==> src/rtl/pgpmem_rdunpack_pkg.sv <==
// pgpmem_rdunpack_pkg: weight-memory element types and unpacker FSM states
package pgpmem_rdunpack_pkg;
  localparam int WEIGHTMEM_CLK_DIV = 2;
  typedef logic [15:0] PGP;
  typedef logic [WEIGHTMEM_CLK_DIV*16-1:0] PGP2;
  typedef enum logic [1:0] {IDLE, ISSUE, DRAIN} state_t;
endpackage

==> src/rtl/pgpmem_rdunpack_fifo.sv <==
// pgpmem_rdunpack_fifo: small FIFO with combinational head and occupancy count
module pgpmem_rdunpack_fifo #(
  parameter type Q = logic,
  parameter int DEPTH = 16
) (
  input  logic                     clk,
  input  logic                     reset,
  input  logic                     wr,
  input  Q                         d,
  input  logic                     rd,
  output Q                         q,
  output logic                     empty,
  output logic [$clog2(DEPTH):0]   count
);
  localparam int PW = $clog2(DEPTH);
  Q mem [DEPTH];
  logic [PW-1:0] wp, rp;
  logic wr_en, rd_en;
  assign empty = count == '0;
  assign wr_en = wr & (count != (PW+1)'(DEPTH));
  assign rd_en = rd & !empty;
  assign q = mem[rp];
  always_ff @(posedge clk)
    if (wr_en) mem[wp] <= d;
  always_ff @(posedge clk) begin
    if (reset) begin
      wp <= '0;
      rp <= '0;
      count <= '0;
    end else begin
      if (wr_en) wp <= wp == PW'(DEPTH-1) ? '0 : wp + PW'(1);
      if (rd_en) rp <= rp == PW'(DEPTH-1) ? '0 : rp + PW'(1);
      count <= count + (PW+1)'(wr_en) - (PW+1)'(rd_en);
    end
  end
endmodule

==> src/rtl/pgpmem_rdunpack.sv <==
// pgpmem_rdunpack: bursts wide-word SPRAM reads and unpacks them into a PGP element stream
module pgpmem_rdunpack
  import pgpmem_rdunpack_pkg::*;
#(
  parameter int DEPTH = 4096,
  parameter int RDLAT = 2,
  parameter int BUFDEPTH = 16
) (
  input  logic                                           clk,
  input  logic                                           reset,
  input  logic                                           start,
  input  logic [$clog2(DEPTH)-1:0]                       base_address,
  input  logic [$clog2(DEPTH):0]                         count,
  output logic                                           mem_rdreq,
  output logic [$clog2(DEPTH/WEIGHTMEM_CLK_DIV)-1:0]     mem_rdaddress,
  input  PGP2                                            mem_q,
  output PGP                                             q,
  output logic                                           q_valid,
  input  logic                                           q_ready,
  output logic                                           busy,
  output logic                                           done
);
  localparam int AW = $clog2(DEPTH);
  localparam int WAW = $clog2(DEPTH/WEIGHTMEM_CLK_DIV);
  localparam int CW = $clog2(BUFDEPTH) + 2;
  state_t state, state_nx;
  logic [WAW-1:0] rdaddr;
  logic [AW:0] remaining, words_left;
  logic [AW+1:0] wsum;
  logic parity, zero_done, launch, fire, last, pop;
  logic [RDLAT-1:0] dly;
  logic [CW-1:0] inflight;
  logic [$clog2(BUFDEPTH):0] fcount;
  logic empty;
  PGP2 head;
  assign launch = state == IDLE & start & count != '0;
  assign wsum = {1'b0, count} + (AW+2)'(base_address[0]) + (AW+2)'(1);
  assign fire = q_valid & q_ready;
  assign last = fire & remaining == (AW+1)'(1);
  // the second half of a word is always the last use of it, as is the final element of the burst
  assign pop = fire & (parity | remaining == (AW+1)'(1));
  assign mem_rdreq = state == ISSUE & words_left != '0 & (inflight + CW'(fcount)) < CW'(BUFDEPTH);
  assign mem_rdaddress = rdaddr;
  assign q_valid = !empty & remaining != '0;
  assign q = parity ? head[$bits(PGP)-1:0] : head[$bits(PGP2)-1:$bits(PGP)];
  assign busy = state != IDLE;
  assign done = zero_done | last;
  always_comb
    state_nx = launch ? ISSUE :
               last ? IDLE :
               (state == ISSUE && mem_rdreq && words_left == (AW+1)'(1)) ? DRAIN : state;
  always_ff @(posedge clk) begin
    if (reset) begin
      state <= IDLE;
      rdaddr <= '0;
      remaining <= '0;
      words_left <= '0;
      parity <= 1'b0;
      zero_done <= 1'b0;
      dly <= '0;
      inflight <= '0;
    end else begin
      state <= state_nx;
      zero_done <= state == IDLE & start & count == '0;
      dly <= RDLAT'({dly, mem_rdreq});
      inflight <= inflight + CW'(mem_rdreq) - CW'(dly[RDLAT-1]);
      if (launch) begin
        rdaddr <= base_address[AW-1:1];
        parity <= base_address[0];
        remaining <= count;
        words_left <= wsum[AW+1:1];
      end else begin
        if (mem_rdreq) begin
          rdaddr <= rdaddr == WAW'(DEPTH/WEIGHTMEM_CLK_DIV-1) ? '0 : rdaddr + WAW'(1);
          words_left <= words_left - (AW+1)'(1);
        end
        if (fire) begin
          remaining <= remaining - (AW+1)'(1);
          parity <= ~parity;
        end
      end
    end
  end
  pgpmem_rdunpack_fifo #(.Q(PGP2), .DEPTH(BUFDEPTH)) u_buf (
    .clk(clk),
    .reset(reset),
    .wr(dly[RDLAT-1]),
    .d(mem_q),
    .rd(pop),
    .q(head),
    .empty(empty),
    .count(fcount)
  );
endmodule

==> config.mk <==
export PLATFORM = sky130hd
export DESIGN_NAME = pgpmem_rdunpack
export DESIGN_NICKNAME = d
export VERILOG_FILES = /design/src/rtl/pgpmem_rdunpack_pkg.sv /design/src/rtl/pgpmem_rdunpack_fifo.sv /design/src/rtl/pgpmem_rdunpack.sv
export SDC_FILE = /design/constraint.sdc
export NUM_CORES = 1
export LEC_CHECK = 0
export ABC_AREA = 0
export BUFFER_PORTS_ARGS = -buffer_cell sky130_fd_sc_hd__buf_2
export CAP_MARGIN = 40
export CORE_AREA = 2 2 221 223
export DETAILED_ROUTE_END_ITERATION = 10
export DIE_AREA = 0 0 223 225
export PLACE_DENSITY = 0.66
export SETUP_SLACK_MARGIN = 0.4
export SLEW_MARGIN = 20
export SYNTH_ARGS = -nofsm -noshare
export SYNTH_HDL_FRONTEND = slang
export SYNTH_SLANG_ARGS = --single-unit
==> constraint.sdc <==
create_clock -name clk -period 10.16 [get_ports clk]
set_input_delay 1.524 -clock clk [delete_from_list [all_inputs] [get_ports clk]]
set_output_delay 1.524 -clock clk [all_outputs]
set_load 0.05 [all_outputs]
Yosys cells after proc, flatten, opt, wreduce, memory -nomap -nowiden
Memories as Yosys holds them, arrays and structs flattened. A register that Yosys moved wholly into a read port is not among the register bits.
Cells that the tools add are included.
{"block": "word_totals", "reg_bits": 62, "ram_bits": 512, "input_bits": 61, "output_inout_bits": 31, "wordCells": 80, "memories": 1}
{"name": "u_buf.mem", "words": 16, "width": 32, "read_ports": 1, "rd_ports_with_merged_regs": 1, "write_ports": 1, "line": "pgpmem_rdunpack_fifo.sv:16", "text": "Q mem [DEPTH];"}
{"block": "op_classes", "addsub": 12, "order_cmp": 1, "n_eq_ne": 7, "n_mux": 19, "bitwise": 14, "reduce_logical": 14}
{"op": "two-way mux 13 bit", "count": 4}
{"op": "nonzero test 13 bit", "count": 3}
{"op": "two-way mux 11 bit", "count": 3}
{"op": "equality test 13 x 1 -> 1 bit (second input constant)", "count": 2}
{"op": "subtractor 13 x 1 -> 13 bit (second input constant)", "count": 2}
{"op": "two-way mux 16 bit", "count": 1}
{"op": "two-way mux 4 bit", "count": 4}
{"op": "adder 13 x 1 -> 14 bit", "count": 1}
{"op": "adder 14 x 1 -> 14 bit (second input constant)", "count": 1}
{"op": "logical NOT 13 bit", "count": 1}
{"op": "adder 11 x 1 -> 11 bit (second input constant)", "count": 1}
{"op": "bitwise AND 1 bit", "count": 11}
{"op": "equality test 11 bit (second input constant)", "count": 1}
{"op": "adder 4 x 1 -> 4 bit (second input constant)", "count": 2}
{"op": "equality test 4 bit (second input constant)", "count": 2}
{"op": "two-way mux 1 bit", "count": 7}
{"op": "adder 6 x 1 -> 6 bit", "count": 1}
{"op": "adder 6 x 5 -> 6 bit", "count": 1}
{"op": "less-than comparator 6 x 5 -> 1 bit (second input constant)", "count": 1}
{"op": "nonzero test 2 bit", "count": 3}
{"op": "subtractor 6 x 1 -> 6 bit", "count": 1}
{"op": "adder 5 x 1 -> 5 bit", "count": 1}
{"op": "logical NOT 5 bit", "count": 1}
{"op": "!= test 5 bit (second input constant)", "count": 1}
{"op": "other kinds (9)", "count": 11}

Longest topological paths before layout
Gate-level depths: netlist of the first run.
{"block": "depth", "depth_word": 8, "mapped_depth": 16, "ltp_nobuf": 15}

Modules after synthesis
Synthesis of the first run repeated with hierarchy kept, for this count alone.
{"block": "hier_totals", "hier_cells": 1319, "hier_area_um2": 23506.3}
{"mod": "pgpmem_rdunpack_fifo", "instances": 1, "cells_per_inst": 895, "area_each_um2": 20046.7, "seq_area_each_um2": 15715.1}
{"mod": "pgpmem_rdunpack", "instances": 1, "cells_per_inst": 424, "area_each_um2": 3459.6, "seq_area_each_um2": 980.9}

Worst setup path after synthesis of the first run
No wires, ideal clock.
{"block": "synth_path", "kind": "register to register", "start": "register u_buf.count[2]", "end": "memory u_buf.mem[3][0] (netlist bit) (enable)", "setup_ns": 0.461, "arrival_time_ns": 3.627, "required_time_ns": 9.699, "slack_ns": 6.072, "path_stages_with_launch": 6, "n_path_buf": 0, "period_less_slack_ns": 4.088, "cell_sequence": "dfxtp_1 inv_1 ha_1 a41oi_1 nand2_1 nor3_1"}
{"block": "synth_between", "elab_chain_cells": 4}
{"element": "from (decl)", "line": "pgpmem_rdunpack_fifo.sv:13", "text": "output logic [$clog2(DEPTH):0] count"}
{"element": "from (signal assigned)", "line": "pgpmem_rdunpack_fifo.sv:33", "text": "count <= count + (PW+1)'(wr_en) - (PW+1)'(rd_en);"}
{"element": "!= test 5 bit", "line": "pgpmem_rdunpack_fifo.sv:20", "text": "assign wr_en = wr & (count != (PW+1)'(DEPTH));"}
{"element": "bitwise AND 1 bit", "line": "pgpmem_rdunpack_fifo.sv:20"}
{"element": "named net u_buf.wr_en", "line": "pgpmem_rdunpack_fifo.sv:18", "text": "logic wr_en, rd_en;"}
{"element": "two-way mux 1 bit", "line": "pgpmem_rdunpack_fifo.sv:24", "text": "if (wr_en) mem[wp] <= d;"}
{"element": "two-way mux 1 bit (implied by the code)", "line": "pgpmem_rdunpack_fifo.sv:24"}
{"element": "to (decl)", "line": "pgpmem_rdunpack_fifo.sv:16"}
The timed path passes the listed nets, and every way through them passes these cells.

==> results of run 1 <==
## per-layer routing
layer	part of all wire	global-route usage	wire length, um
met1	0.41	0.290	21900
met4	0.030	0.0706	1620
met5	0.00073	0	39
met2	0.49	0.353	26000
met3	0.069	0.0445	3670
## stage by stage
stage / total power [W] / utilization / instances / hold WS, ps / setup slack, ps
after CTS: 0.00571 / 0.565 / 2029 / 469 / 4600
after detailed placement: 0.00361 / 0.525 / 1922 / 457 / 5280
after global placement: 0.00359 / 0.523 / 1918 / 423 / 5200
final: 0.00567 / 0.566 / 2038 / 459 / 4680
after global routing: 0.00589 / 0.565 / 2035 / 470 / 4450
after floorplan: 0.00339 / - / 1249 / 414 / 6070
## power groups by stage
stage,clock [W],sequential (W),combinational [W]
final,0.00212,0.00270,0.000859
after detailed placement,0,0.00275,0.000862
after global placement,0,0.00275,0.000836
after global routing,0.00225,0.00271,0.000935
after CTS,0.00215,0.00270,0.000866
after floorplan,0,0.00274,0.000651
## worst paths after layout
path                 from              to  slack [ps]  cells after the start
max             flip-flop            q[3]        4680                      5
min                dly[0]          dly[1]         460                      1
max reg2reg  remaining[0]  u_buf.count[4]        6780                     15
min reg2reg        dly[0]          dly[1]         460                      1
## layout by cell type (no fill, tap or decap), types with 13 or more instances in the layout
| cell | instances |
|---|---|
| a21oi_1 | 16 |
| a311oi_1 | 13 |
| buf_2 | 91 |
| buf_4 | 29 |
| clkbuf_16 | 58 |
| dfxtp_1 | 62 |
| edfxtp_1 | 512 |
| ha_1 | 27 |
| inv_1 | 34 |
| mux2_2 | 18 |
| mux4_2 | 160 |
| nand2_1 | 33 |
| nand3_1 | 16 |
| nor2_1 | 60 |
| nor3_1 | 17 |
| o21ai_0 | 16 |
| or4_1 | 14 |
| xnor2_1 | 19 |
## state kept, by name, summed over array words and instances (netlist names), named ones only
name / cells
u_buf.mem: 512
remaining: 13
words_left: 13
mem_rdaddress: 11
inflight: 6
u_buf.count: 5
u_buf.rp: 4
u_buf.wp: 4
dly: 2
state: 2
parity: 1
zero_done: 1
## worst max-delay path, cell delays in order, from the launching register on
cell	delay, ps
dfxtp_4	830
buf_12	590
mux4_2	600
mux4_2	510
mux2_2	320
buf_2	240
## layout make-up
cell class	count	area share
flip-flops and latches	578	0.621
multi-input cells	571	0.245
clock buffers	71	0.0565
repair buffers	125	0.0291
well taps	615	0.0286
clock inverters	36	0.0140
inverters	35	0.00489
diodes	7	0.000651
## cell families after synthesis
family          Yosys count
mux                     184
compound gates          108
xor+xnor                 29
buf+inv                 100
fa+ha+maj                29
simple gates            221
flops                   578
==> results_dict.tcl, run 1 <==
set metrics [dict create \
    netlist_top_cells_count "edfxtp_1, mux4_2, nor2_1" \
    yosysTopAreaCellShare 0.652 \
    initial_core_util 0.496 \
    num-nets-final 1458 \
    required_ps 8640 \
    drt_iter0_drc 1483 \
    fillers 3518 \
    synthFlopType "edfxtp_1" \
    die_width_um 223 \
    setup_viol 0 \
    cts_sinks 578 \
    synth_cell_types 74 \
    peakVddDrop_mv 0.255 \
    place_area_um2 25000 \
    setup_tns_ps 0 \
    intPower_w 0.00420 \
    cts_buffer_depth 3 \
    grt_pass1_vias 12452 \
    grt_pass1_wl_um 78700 \
    grt-ovfl-total 0 \
    synth-seq-cells 578 \
    cts_resized 0 \
    hpwl_um 29000 \
    clockPowerShare 0.373 \
    p_sw_frac 0.259 \
    min_period_over_period 0.539 \
    synth_top_area_cell "edfxtp_1" \
    antenna_found_initial 18 \
    switchingPower_w 0.00147 \
    coreArea_um2 47500 \
    clock_latency_ps 630 \
    max_freq_mhz 183 \
    io_buffers 91 \
    synthXorXnorAreaFrac 0.0108 \
    synth_mux_area_frac 0.164 \
    crit_fanout 93 \
    power_density_nw_per_um2 211 \
    firstDrtPassIters 5 \
    seq_power_share 0.475 \
    critical_path.endpoint_type "output port" \
    hold_violations 0 \
    cts_hold_buffers 0 \
    path_class "flip-flop to output port" \
    drc 0 \
    post-cts-setup-buffer-count 0 \
    wl_per_cell_um 26.1 \
    synth-async-reset-ratio 0 \
    synth_edf_count 512 \
    min_period_ps 5480 \
    ys_seq_area_frac 0.708 \
    grt_max_degree 94 \
    outcome "complete, no violations" \
    dieArea_um2 50200 \
    drive_above_1_share 0.298 \
    syn_to_final_growth_pct 14.0 \
    max_cap_viol_count 0 \
    avgSynthCellArea_um2 18.9 \
    startpoint_type "flip-flop" \
    ioPinCount 92 \
    ant_nets 0 \
    synth_top_family_by_area "multiplexers" \
    relSlewSlack 0.436 \
    vias 12428 \
    yosys.area_share.simple 0.0508 \
    gp_congestion 0.800 \
    synthTopCellsByArea "edfxtp_1, mux4_2, dfxtp_1, ha_1, nor2_1" \
    grtUsageTotal 0.215 \
    viasPerCell 6.10 \
    synth_fp_nets 1339 \
    power_frac_comb 0.151 \
    hold_path_class "flip-flop to flip-flop" \
    postLayoutCellArea_um2 26900 \
    synth_cells 1249 \
    synth.most_common_cell "edfxtp_1" \
    worstMarginPinSlew_ps 846 \
    die_h_um 225 \
    maxSlewViolCount 0 \
    cts_buffers 57 \
    clkTransAtPathRegs_ps 60 \
    synth-adder-area-share 0.0160 \
    worstPathArrival_ps 3950 \
    p_leak_nw 8.51 \
    h-tree-depth 2 \
    finClkSkew_ps 34.2 \
    layout.area.seq_um2 16700 \
    cts_tree "yes" \
    wirelength_um 53300 \
    synth_compound_area_frac 0.0330 \
    rsz0062_at_grt "no" \
    syn_area_um2 23600 \
    cts-root-buf "clkbuf_16" \
    core.rowCount 80 \
    yosysWarnings 0 \
    multi_input_area_um2 6580 \
]
(Power assumes the default switching activity.)
==> inputs of run 2 (changes only) <==
--- a/config.mk
+++ b/config.mk
@@ -5,13 +5,13 @@
 export SDC_FILE = /design/constraint.sdc
 export NUM_CORES = 1
 export LEC_CHECK = 0
-export ABC_AREA = 0
+export ABC_AREA = 1
 export BUFFER_PORTS_ARGS = -buffer_cell sky130_fd_sc_hd__buf_2
 export CAP_MARGIN = 40
-export CORE_AREA = 2 2 221 223
+export CORE_AREA = 2 2 227 229
 export DETAILED_ROUTE_END_ITERATION = 10
-export DIE_AREA = 0 0 223 225
-export PLACE_DENSITY = 0.66
+export DIE_AREA = 0 0 229 231
+export PLACE_DENSITY = 0.69
 export SETUP_SLACK_MARGIN = 0.4
 export SLEW_MARGIN = 20
 export SYNTH_ARGS = -nofsm -noshare
==> constraint.sdc (replaced) <==
create_clock -name clk -period 4.5 [get_ports clk]
set_input_delay 0.675 -clock clk [delete_from_list [all_inputs] [get_ports clk]]
set_output_delay 0.675 -clock clk [all_outputs]
set_load 0.05 [all_outputs]
==> results_dict.tcl, run 2 <==
set metrics [dict create \
    layout.cells.most_common "edfxtp_1" \
    min_period_over_period 0.860 \
    grt_pass1_vias 16232 \
    hold_path_class "input pin to flip-flop" \
    reg_top3 "u_buf.mem (512), remaining (13), words_left (13)" \
    die_width_um 229 \
    ioPinCount 92 \
    yosysTopAreaCellShare 0.615 \
    cts-root-buf "clkbuf_16" \
    dieArea_um2 52900 \
    synth.most_common_cell "edfxtp_1" \
    viasPerCell 5.79 \
    antenna_found_initial 4 \
    ys_seq_area_frac 0.668 \
    drive_above_1_share 0.113 \
    grtUsageTotal 0.230 \
    num-nets-final 2289 \
    final_cell_mix "edfxtp_1, nor2_1, nand2_1" \
    initial_core_util 0.493 \
    startpoint_type "flip-flop" \
    outcome "complete, no violations" \
    grt_pass1_wl_um 94200 \
    critical_path.endpoint_type "output port" \
    grt_max_degree 153 \
    drt_iter0_drc 1681 \
    maxSlewViolCount 0 \
    cts_sinks 578 \
    hold_violations 0 \
    relSlewSlack 0.461 \
    io_buffers 91 \
    finalPower_w 0.0136 \
    yosysWarnings 0 \
    fillers 4215 \
    hold_ws_ps 337 \
    rsz0062_at_grt "no" \
    p_leak_nw 9.78 \
    synth-async-reset-ratio 0 \
    power_density_nw_per_um2 485 \
    ant_nets 0 \
    min_period_ps 3870 \
    crit_fanout 152 \
    drc 0 \
    synth_top_area_cell "edfxtp_1" \
    synth_cell_types 40 \
    vias 16968 \
    worstMarginPinSlew_ps 806 \
    avgSynthCellArea_um2 11.7 \
    coreArea_um2 50700 \
    syn_area_um2 25000 \
    required_ps 3830 \
    synthFlopType "edfxtp_1" \
    setup_viol 0 \
    path_cells "buf_16, o21ai_0, o221ai_1, nand3_1, nand2_1, nand2_1, nand2_1, buf_2" \
    largest_reg_flops 512 \
    final_cell_count_no_fill 2929 \
    setup_tns_ps 0 \
    synth_fp_nets 2229 \
    synth-seq-cells 578 \
    gp_congestion 0.855 \
    worstRegToRegCells 12 \
    post-cts-setup-buffer-count 0 \
    path_class "flip-flop to output port" \
    die_h_um 231 \
    wl_per_cell_um 21.0 \
    whs_path_depth 3 \
    cp_slowest_cell "dfxtp_4" \
    core.rowCount 83 \
    wirelength_um 61500 \
    clock_latency_ps 640 \
    max_cap_viol_count 0 \
    grt-ovfl-total 0 \
    cts_buffer_depth 3 \
    dpl.cell_count 2819 \
    crit_path_max_incr_delay_ps 730 \
    max_freq_mhz 258 \
    synth_cells 2139 \
    regMostFlops "u_buf.mem" \
    syn_to_final_growth_pct 11.9 \
    crit_path_frequent_cell "nand2_1" \
    firstDrtPassIters 8 \
    clkTransAtPathRegs_ps 60 \
    h-tree-depth 2 \
    finClkSkew_ps 22.1 \
    worstPathArrival_ps 3200 \
    cts_buffers 58 \
    synth_edf_count 512 \
    cts_tree "yes" \
    hpwl_um 35800 \
    netlist_top_cells_count "edfxtp_1, nor2_1, nand2_1" \
    peakVddDrop_mv 0.331 \
    synthTopCellsByArea "edfxtp_1, nor2_1, dfxtp_1, o221ai_1, nand2_1" \
]
## run 2: cell types whose count changed in the layout (fill, tap and decap cells not counted), moves of 12 or more
| cell | delta |
|---|---|
| a21oi_1 | +26 |
| a311oi_1 | -13 |
| inv_1 | +49 |
| mux2_2 | -18 |
| mux4_2 | -160 |
| nand2_1 | +228 |
| nand3_1 | +112 |
| nor2_1 | +314 |
| nor3_1 | -12 |
| o21ai_0 | +130 |
| o21bai_1 | +127 |
| o221ai_1 | +128 |
| or4_1 | -14 |
| xor2_1 | +14 |
## run 2: cell type report
class / instances / area (um^2) / share of cell area
clock buffers: 74 / 1530 / 0.0548
flip-flops and latches: 578 / 16700 / 0.597
well taps: 680 / 851 / 0.0304
multi-input cells: 1341 / 7290 / 0.261
repair buffers: 129 / 896 / 0.0320
inverters: 91 / 349 / 0.0125
diodes: 1 / 2.50 / 0.0000894
clock inverters: 35 / 345 / 0.0123
## run 2: repair_timing
action,4_1_cts,5_1_grt
gates resized for setup,0,1
hold buffers,0,0
endpoints found under the setup margin,0,2
## run 2: per-layer routing
layer  vias to the layer above  global-route usage  wire length [um]
met2                       668               0.385             30300
li1                       7844                   -                 -
met3                       110              0.0341              4560
met5                         -                   0                16
met4                         2              0.0670              1510
met1                      8344               0.313             25100
## run 2: worst max-delay path: cells and delay by family, from the launching register on
| kind | cells | cell delay, ps |
|---|---|---|
| AOI/OAI and AO/OA | 2 | 450 |
| DFF | 1 | 730 |
| and+or+nand+nor | 4 | 460 |
| buffers and inverters | 2 | 760 |
## run 2: cells by family after synthesis
logic type	share of synthesized area
AND/OR/NAND/NOR	0.135
flip-flops	0.668
AO/OA/AOI/OAI	0.125
buffers and inverters	0.0454
XOR/XNOR	0.0119
adder cells (fa/ha/maj)	0.0151
## run 2: through the flow
stage	util	area (um^2)	setup slack [ps]
floorplan	-	25000	1620
finish	0.552	28000	630
CTS	0.552	28000	576
global placement	0.513	26000	1310
detailed placement	0.515	26100	1230
global route	0.552	28000	430
## run 2: where the power goes
| part | switching, W | total [W] | internal [W] |
|---|---|---|---|
| sequential | 0.000175 | 0.00615 | 0.00597 |
| clock | 0.00205 | 0.00476 | 0.00270 |
| combinational | 0.00183 | 0.00267 | 0.000842 |
## run 2: path summary, 6_finish.rpt
| path | start | to | slack, ps |
|---|---|---|---|
| setup / recovery | flip-flop | q[3] | 630 |
| hold / removal | count[12] | remaining[12] | 340 |
| setup reg to reg | parity | u_buf.count[4] | 1320 |
| hold reg to reg | dly[0] | dly[1] | 410 |
==> inputs of run 3 (changes only) <==
--- a/config.mk
+++ b/config.mk
@@ -5,12 +5,11 @@
 export SDC_FILE = /design/constraint.sdc
 export NUM_CORES = 1
 export LEC_CHECK = 0
-export ABC_AREA = 1
 export BUFFER_PORTS_ARGS = -buffer_cell sky130_fd_sc_hd__buf_2
 export CAP_MARGIN = 40
-export CORE_AREA = 2 2 227 229
+export CORE_AREA = 2 2 221 223
 export DETAILED_ROUTE_END_ITERATION = 10
-export DIE_AREA = 0 0 229 231
+export DIE_AREA = 0 0 223 225
 export PLACE_DENSITY = 0.69
 export SETUP_SLACK_MARGIN = 0.4
 export SLEW_MARGIN = 20
==> results_dict.tcl, run 3 (synthesized netlist as in run 1, its figures left out) <==
set metrics [dict create \
    worstRegToRegCells 11 \
    wl_per_cell_um 26.2 \
    hold_violations 0 \
    postLayoutCellArea_um2 27000 \
    die_width_um 223 \
    wirelength_um 53400 \
    rsz0062_at_grt "no" \
    drive_above_1_share 0.299 \
    grt_pass1_vias 12529 \
    critical_path.endpoint_type "output port" \
    r2r-end "inflight[5]" \
    worstMarginPinSlew_ps 750 \
    setup_tns_ps 0 \
    die_h_um 225 \
    place_area_um2 25000 \
    path_class "flip-flop to output port" \
    whs_path_depth 3 \
    grt_pass1_wl_um 79200 \
    ant_nets 0 \
    core.rowCount 80 \
    required_ps 3830 \
    gp_congestion 0.855 \
    setup_ws_ps 561 \
    max_cap_viol_count 0 \
    min_period_over_period 0.875 \
    cts_buffer_depth 3 \
    startpoint_type "flip-flop" \
    clkTransAtPathRegs_ps 60 \
    cp_slowest_cell "mux4_2" \
    dpl.cell_count 1927 \
    crit_path_frequent_cell "mux4_2" \
    regMostFlops "u_buf.mem" \
    endpoint "q[15]" \
    peakVddDrop_mv 0.359 \
    finalPower_w 0.0129 \
    final_cell_count_no_fill 2037 \
    ioPinCount 92 \
    grtUsageTotal 0.216 \
    hold_path_class "input pin to flip-flop" \
    h-tree-depth 2 \
    grt-ovfl-total 0 \
    viasPerCell 6.14 \
    initial_core_util 0.496 \
    antenna_found_initial 14 \
    clock_latency_ps 630 \
    layout.cells.most_common "edfxtp_1" \
    outcome "complete, no violations" \
    cts_sinks 578 \
    power_density_nw_per_um2 478 \
    cts_tree "yes" \
    p_leak_nw 8.54 \
    crit_path_max_incr_delay_ps 570 \
    finClkSkew_ps 23.7 \
    num-nets-final 1461 \
    worstPathArrival_ps 3260 \
    io_buffers 91 \
    drc 0 \
    crit_fanout 52 \
    relSlewSlack 0.500 \
    syn_to_final_growth_pct 14.4 \
    reg_top3 "u_buf.mem (512), remaining (13), words_left (13)" \
    fillers 3502 \
    post-place-ws_ps 1040 \
    vias 12500 \
    regToRegSetupSlack_ps 1120 \
    drt_iter0_drc 1216 \
    max_freq_mhz 254 \
    final_cell_mix "edfxtp_1, mux4_2, buf_2" \
    cts_hold_buffers 0 \
    maxSlewViolCount 0 \
    coreArea_um2 47500 \
    setup_viol 0 \
    min_period_ps 3940 \
    path_cells "buf_16, mux4_2, mux4_2, mux2_2, buf_2" \
    grt_max_degree 54 \
    hpwl_um 29600 \
    worstReg2RegStart "words_left[7]" \
    largest_reg_flops 512 \
    firstDrtPassIters 7 \
    cts-root-buf "clkbuf_16" \
    cts_buffers 56 \
    dieArea_um2 50200 \
]
## run 3: cell types whose count changed in the layout (fill, tap and decap cells not counted), sizes merged, moves of 14 or more
cell / delta
inv: -55
mux2: +18
nor2: -323
or4: +14
nor3: +20
nand3: -113
nand2: -236
o221ai: -128
o21ai: -132
mux4: +160
xor2: -14
o21bai: -127
a21oi: -27
## run 3: through the flow
stage,hold WS (ps),utilization
2_1_floorplan,414,-
3_5_place_dp,449,0.526
4_1_cts,266,0.567
6_report,306,0.568
3_3_place_gp,429,0.525
5_1_grt,312,0.568
## run 3: timing repair
action                     4_1_cts  5_1_grt
resized for setup                1        0
setup endpoints to repair        2        5
setup buffers                    0        1
pin swaps                        0        0
## run 3: cell type report
type / instances / area (um^2) / area share
sequential: 578 / 16700 / 0.619
multi-input combinational: 571 / 6580 / 0.244
clock buffer: 65 / 1460 / 0.0540
timing repair buffer: 129 / 868 / 0.0322
tap: 615 / 769 / 0.0285
clock inverter: 40 / 468 / 0.0173
inverter: 35 / 131 / 0.00487
antenna: 4 / 10.0 / 0.000371
## run 3: critical path: cells and delay by family (launching register included)
family                 cells  cell delay [ps]
buffers and inverters      2              570
DFF                        1              550
muxes                      3             1440
## run 3: worst min path at each step
stage,from,endpoint,slack [ps]
3_5_place_dp,dly[0],dly[1],450
4_1_cts,base_address[6],mem_rdaddress[5],270
3_3_place_gp,dly[0],dly[1],430
5_1_grt,base_address[6],mem_rdaddress[5],310
6_report,base_address[6],mem_rdaddress[5],310
2_1_floorplan,dly[0],dly[1],410
## run 3: where the power goes
group          internal [W]  leakage (nW)  switching (W)
Combinational      0.000803          2.46        0.00117
Clock               0.00284         0.936        0.00201
Sequential          0.00595          5.15       0.000122
## run 3: metal layers
layer	part of all wire	vias up	GRT usage
met4	0.025	10	0.0699
li1	-	5384	-
met3	0.071	95	0.0424
met2	0.49	481	0.354
met1	0.41	6530	0.293
met5	0.0013	-	0
